==> src/rtl/tick_scheduler.sv <==
// Shared prescaler plus N_CH programmable tick channels handing out one-cycle enables.
// Ticks are registered one cycle after the base tick; config writes stall while the target channel runs.
module tick_scheduler #(
  parameter int BASE_DIV = 50_000,
  parameter int N_CH     = 4,
  parameter int PER_W    = 16,
  parameter int CH_W     = 2
) (
  input  logic              C_50Mhz,
  input  logic              rst_n,
  input  logic              cfg_valid,
  output logic              cfg_ready,
  input  logic [CH_W-1:0]   cfg_ch,
  input  logic [PER_W-1:0]  cfg_period,
  input  logic              cfg_mode,
  input  logic [N_CH-1:0]   ch_start,
  input  logic [N_CH-1:0]   ch_stop,
  output logic              base_tick,
  output logic [N_CH-1:0]   ch_tick,
  output logic [N_CH-1:0]   ch_busy,
  output logic [N_CH-1:0]   ch_done
);

  localparam int PRE_W = $clog2(BASE_DIV);
  localparam logic [PRE_W-1:0] PRE_LAST = PRE_W'(BASE_DIV - 1);

  typedef enum logic [1:0] {
    S_IDLE = 2'd0,
    S_RUN  = 2'd1,
    S_DONE = 2'd2
  } state_t;

  logic [PRE_W-1:0] pre_q;

  always_ff @(posedge C_50Mhz or negedge rst_n) begin
    if (!rst_n) begin
      pre_q     <= '0;
      base_tick <= 1'b0;
    end else begin
      if (pre_q == PRE_LAST) begin
        pre_q <= '0;
      end else begin
        pre_q <= pre_q + 1'b1;
      end
      // Registered so the pulse lines up with the cycle the counter sits at its last value.
      base_tick <= (pre_q == PRE_LAST - 1'b1);
    end
  end

  // Channel indices beyond N_CH read as busy, which blocks writes to them.
  logic [(1 << CH_W)-1:0] busy_ext;

  always_comb begin
    busy_ext             = '1;
    busy_ext[N_CH-1:0]   = ch_busy;
  end

  assign cfg_ready = ~busy_ext[cfg_ch];

  for (genvar i = 0; i < N_CH; i++) begin : g_ch
    state_t            state_q, state_d;
    logic [PER_W-1:0]  period_q, cnt_q, eff_per, load_val;
    logic              mode_q, tick_q, wr, start, fire, busy_c, done_c;

    always_comb begin
      wr       = cfg_valid && cfg_ready && (cfg_ch == CH_W'(i));
      start    = ch_start[i] && !ch_stop[i];
      // A write landing with the start supplies the period for that start.
      eff_per  = wr ? cfg_period : period_q;
      load_val = (eff_per == '0) ? PER_W'(1) : eff_per;
      fire     = (state_q == S_RUN) && base_tick && (cnt_q == PER_W'(1)) && !ch_stop[i];
    end

    always_comb begin
      state_d = state_q;
      case (state_q)
        S_IDLE: begin
          if (start) state_d = S_RUN;
        end
        S_RUN: begin
          if (ch_stop[i])          state_d = S_IDLE;
          else if (fire && mode_q) state_d = S_DONE;
        end
        S_DONE: begin
          if (start)                          state_d = S_RUN;
          else if (ch_start[i] && ch_stop[i]) state_d = S_IDLE;
          else if (wr)                        state_d = S_IDLE;
        end
        default: state_d = S_IDLE;
      endcase
    end

    always_ff @(posedge C_50Mhz or negedge rst_n) begin
      if (!rst_n) begin
        state_q  <= S_IDLE;
        cnt_q    <= '0;
        period_q <= PER_W'(1);
        mode_q   <= 1'b0;
        tick_q   <= 1'b0;
      end else begin
        state_q <= state_d;
        tick_q  <= fire;
        if (wr) begin
          period_q <= cfg_period;
          mode_q   <= cfg_mode;
        end
        if (state_q != S_RUN && state_d == S_RUN) begin
          cnt_q <= load_val;
        end else if (state_q == S_RUN && base_tick) begin
          cnt_q <= (cnt_q == PER_W'(1)) ? load_val : cnt_q - 1'b1;
        end
      end
    end

    always_comb begin
      busy_c = (state_q == S_RUN);
      done_c = (state_q == S_DONE);
    end

    assign ch_busy[i] = busy_c;
    assign ch_done[i] = done_c;
    assign ch_tick[i] = tick_q;
  end

endmodule

==> config.mk <==
export PLATFORM = sky130hd
export DESIGN_NAME = tick_scheduler
export DESIGN_NICKNAME = d
export VERILOG_FILES = /design/src/rtl/tick_scheduler.sv
export SDC_FILE = /design/constraint.sdc
export NUM_CORES = 1
export LEC_CHECK = 0
export CORE_MARGIN = 8
export CORE_UTILIZATION = 55
export CTS_BUF_LIST = sky130_fd_sc_hd__clkbuf_4 sky130_fd_sc_hd__clkbuf_8
export CTS_CLUSTER_SIZE = 20
export DETAILED_ROUTE_END_ITERATION = 6
export PLACE_DENSITY = 0.85
export SLEW_MARGIN = 30
export SYNTH_ARGS = -nofsm -noshare
export SYNTH_HDL_FRONTEND = slang
export SYNTH_SLANG_ARGS = --single-unit
==> constraint.sdc <==
create_clock -name C_50Mhz -period 2.1 [get_ports C_50Mhz]
set_input_delay 0.315 -clock C_50Mhz [delete_from_list [all_inputs] [get_ports C_50Mhz]]
set_output_delay 0.315 -clock C_50Mhz [all_outputs]
set_load 0.03 [all_outputs]
==> flow_metrics.env <==
export IMPL_status="complete, but fails checks"
export IMPL_violations="negative setup slack"
export IMPL_fin_worst_skew_ns=0.02190
export IMPL_synth_edf_count=0
export IMPL_coreArea_mm2=0.01526
export IMPL_routed_wl_mm=26.07
export IMPL_critPathLaunch="g_ch[2].cnt_q[10]"
export IMPL_maxCapViolations=0
export IMPL_finalCritPeriodShare_pct=100.9
export IMPL_p_per_area_mw_per_mm2=924.1
export IMPL_synthArstFlopShare_pct=100.0
export IMPL_worstPathCellList="or4_4 -> or4_4 -> nor3b_4 -> mux2i_1 -> o2bb2ai_1"
export IMPL_crit_top_cell="or4_4"
export IMPL_globalplace_congestion=0.9019
export IMPL_critical_path_class="reg -> reg"
export IMPL_clockBufferDepth=2
export IMPL_regArea_mm2=0.004040
export IMPL_multi_input_area_mm2=0.004483
export IMPL_ir_drop_mv=0.5304
export IMPL_period_needed_ns=2.120
export IMPL_via_per_inst=6.440
export IMPL_ys_warn_count=0
export IMPL_syn_area_mm2=0.008610
export IMPL_yosysSeqAreaShare_pct=46.85
export IMPL_drt_pass1_iterations=5
export IMPL_min_path_type="in -> async"
export IMPL_critical_path_max_stage_delay_ns=0.58
export IMPL_clk_latency_ns=0.47
export IMPL_ant_nets=0
export IMPL_reg2reg_to="g_ch[2].cnt_q[15]"
export IMPL_vias=7999
export IMPL_r2r_slack_ns=-0.02
export IMPL_hold_viol=0
export IMPL_std_cell_rows=45
export IMPL_power_mw=10.18
export IMPL_grt_total_usage_pct=24.77
export IMPL_r2r_start="g_ch[2].cnt_q[10]"
export IMPL_rsz0062_at_grt="yes"
export IMPL_synth_cell_types=73
export IMPL_critPathCapture="g_ch[2].cnt_q[15]"
export IMPL_cp_slowest_cell="or4_4"
export IMPL_drive_above_1_share_pct=32.49
export IMPL_grt_pass1_wl_mm=39.41
export IMPL_dpl_hpwl_mm=17.12
export IMPL_fp_dieW_um=141.1
export IMPL_fp_dieH_um=141.1
export IMPL_fin_ws_ns=-0.01960
export IMPL_port_buffers=43
export IMPL_cp_required_ns=2.48
export IMPL_syn_nets=896
export IMPL_antenna_found_initial=0
export IMPL_syn_avg_cell_area_um2=10.06
export IMPL_cp_num_buf_inv=0
export IMPL_fin_area_mm2=0.01101
export IMPL_cts_root_buf="clkbuf_8"
export IMPL_grt_ovfl_total=0
export IMPL_grt_max_degree=62
export IMPL_crit_path_max_fanout=4
export IMPL_worstSetupStartpointType="register"
export IMPL_cp_depth=5
export IMPL_synthesis_instances=856
export IMPL_critical_path_top_delay_family="simple AND/OR/NAND/NOR gates"
export IMPL_fin_nets=1058
export IMPL_wire_per_inst_um=20.99
export IMPL_synth_seq_cells=161
export IMPL_start_util_pct=56.42
export IMPL_cts_tree="built"
export IMPL_dpl_instance_area_mm2=0.01019
export IMPL_slew_viol_final=0
export IMPL_crit_arrival_ns=2.50
export IMPL_fillers=914
export IMPL_worst_pin_slew_ns=0.5866
export IMPL_cts_inserted_buffers=17
export IMPL_max_freq_mhz=471.8
export IMPL_diodes=0
export IMPL_power_leakage_nw=4.793
export IMPL_setup_viol=4
export IMPL_ff2ff_path_depth=5
export IMPL_io_pins=44
export IMPL_slew_headroom_pct=60.75
export IMPL_clk_pin_slew_worst_paths_ns=0.09
export IMPL_h_tree_depth=4
export IMPL_cts_sinks=161
export IMPL_area_growth_syn_to_layout_pct=27.93
export IMPL_dr_first_iter_drc_count=901
export IMPL_die_area_mm2=0.01991
export IMPL_route_detailed_drc=0
export IMPL_cp_end_kind="register"
export IMPL_ys_flop_type="dfrtp_1"
export IMPL_first_global_vias=7767
## area by class of cell
class | instances | share of cell area [%]
well taps | 211 | 2.397
multi-input cells | 608 | 40.70
clock inverters | 11 | 1.181
repair buffers | 196 | 15.37
flip-flops and latches | 161 | 36.68
clock buffers | 21 | 2.511
inverters | 34 | 1.159
## flip-flops by register name (all words and copies together), names as in the netlist
signal and cells:
g_ch.mode_q 4, g_ch.cnt_q 64, g_ch.period_q 64, g_ch.state_q 8, base_tick 1, pre_q 16
g_ch.tick_q 4
## layout by cell type, fill, tap and decap left out, types with 6 or more instances in the layout
| cell | n |
|---|---|
| a21oi_1 | 32 |
| a22o_1 | 8 |
| a22oi_1 | 7 |
| and3_1 | 9 |
| buf_12 | 8 |
| buf_4 | 141 |
| clkbuf_8 | 19 |
| clkdlybuf4s50_1 | 34 |
| dfrtp_1 | 152 |
| ha_1 | 8 |
| inv_1 | 31 |
| mux2_2 | 64 |
| mux2_4 | 6 |
| mux2i_1 | 21 |
| nand2_1 | 37 |
| nand2b_1 | 6 |
| nand3_1 | 40 |
| nand4_1 | 25 |
| nor2_1 | 51 |
| nor3_1 | 45 |
| nor3_2 | 7 |
| nor3b_1 | 6 |
| nor4_1 | 27 |
| o21ai_0 | 40 |
| o21ai_1 | 9 |
| o2bb2ai_1 | 10 |
| or3_1 | 7 |
| or4_4 | 8 |
| xnor2_1 | 7 |
## stage by stage
| stage | utilization (%) | TNS (ns) | std cells | hold WS (ns) | setup slack [ns] |
|---|---|---|---|---|---|
| after floorplan | - | -0.06356 | 856 | 0.01941 | -0.03902 |
| after global placement | 66.80 | -4.989 | 1192 | 0.2547 | -0.2226 |
| after detailed placement | 66.80 | -7.192 | 1192 | 0.2546 | -0.2926 |
| after CTS | 70.35 | -0.02255 | 1230 | 0.3215 | -0.01661 |
| after global routing | 72.19 | -0.5544 | 1242 | 0.3634 | -0.05488 |
| final | 72.19 | -0.03293 | 1242 | 0.3311 | -0.01960 |
## worst reg2reg max path, delay by kind of cell, from the launching register on
kind	cells	cell delay, ns
AOI/OAI and AO/OA	1	0.18
and+or+nand+nor	3	1.36
muxes	1	0.10
DFF	1	0.39
## logic make-up (layout without fill, tap and decap cells)
kind of cell | count (synthesis) | after routing | synth area share, %
multiplexers | 93 | 93 | 11.98
XOR/XNOR | 12 | 12 | 1.221
adder cells (fa/ha/maj) | 10 | 10 | 1.453
flip-flops | 161 | 161 | 46.85
AND/OR/NAND/NOR | 323 | 324 | 20.72
AO/OA/AOI/OAI | 169 | 169 | 13.20
buffers and inverters | 88 | 262 | 4.578
## synthesized netlist by cell type, types with 5 or more instances
| master | instances | area [um2] |
|---|---|---|
| xor2_1 | 5 | 43.79 |
| or3b_2 | 6 | 52.55 |
| xnor2_1 | 7 | 61.31 |
| o2bb2ai_1 | 10 | 87.58 |
| or3_1 | 10 | 62.56 |
| nor3b_1 | 10 | 75.07 |
| a21boi_0 | 5 | 37.54 |
| nor2_1 | 52 | 195.2 |
| nand3_1 | 41 | 205.2 |
| inv_1 | 34 | 127.6 |
| and3_1 | 9 | 56.30 |
| ha_1 | 10 | 125.1 |
| mux2_2 | 70 | 788.3 |
| nor4_1 | 31 | 193.9 |
| mux2i_1 | 22 | 220.2 |
| a22oi_1 | 7 | 52.55 |
| buf_2 | 6 | 30.03 |
| clkbuf_1 | 33 | 123.9 |
| dfrtp_1 | 157 | 3929 |
| o21ai_0 | 49 | 245.2 |
| buf_4 | 13 | 97.59 |
| nor3_1 | 52 | 260.3 |
| a22o_1 | 8 | 70.07 |
| nand2_1 | 38 | 142.6 |
| a21oi_1 | 36 | 180.2 |
| nand4_1 | 25 | 156.4 |
| or4_1 | 12 | 90.09 |
| nand2b_1 | 6 | 37.54 |
| nor2b_1 | 8 | 50.05 |
## routing by layer
metal | share of wire (%) | global-route usage, % | up-vias
li1 | - | - | 3508
met1 | 37 | 29.42 | 3875
met2 | 48 | 41.50 | 492
met3 | 10 | 5.976 | 124
met4 | 4.6 | 12.05 | 0
met5 | 0 | 0 | -
## worst min path at each step
stage	cells past startpoint	slack (ns)	to
2_1_floorplan	0	0.02	base_tick
3_3_place_gp	1	0.25	g_ch[0].cnt_q[7]
3_5_place_dp	1	0.25	g_ch[0].cnt_q[8]
4_1_cts	2	0.32	g_ch[0].period_q[9]
5_1_grt	2	0.36	g_ch[0].cnt_q[8]
6_report	2	0.33	g_ch[0].cnt_q[7]
## report_power, final
part / internal [mW] / switching, mW
Clock: 1.15 / 1.21
Sequential: 3.88 / 0.714
Combinational: 1.60 / 1.62
Total: 6.64 / 3.54
## repair_timing
action / 4_1_cts / 5_1_grt
gates resized for setup: 35 / 52
hold buffers: 1 / 0
hold endpoints to repair: 40 / 0
pin swaps: 9 / 12
endpoints found under the setup margin: 29 / 51
buffers inserted: 6 / 12
cloned: 0 / 1
Power figures use the tool's default switching activity.
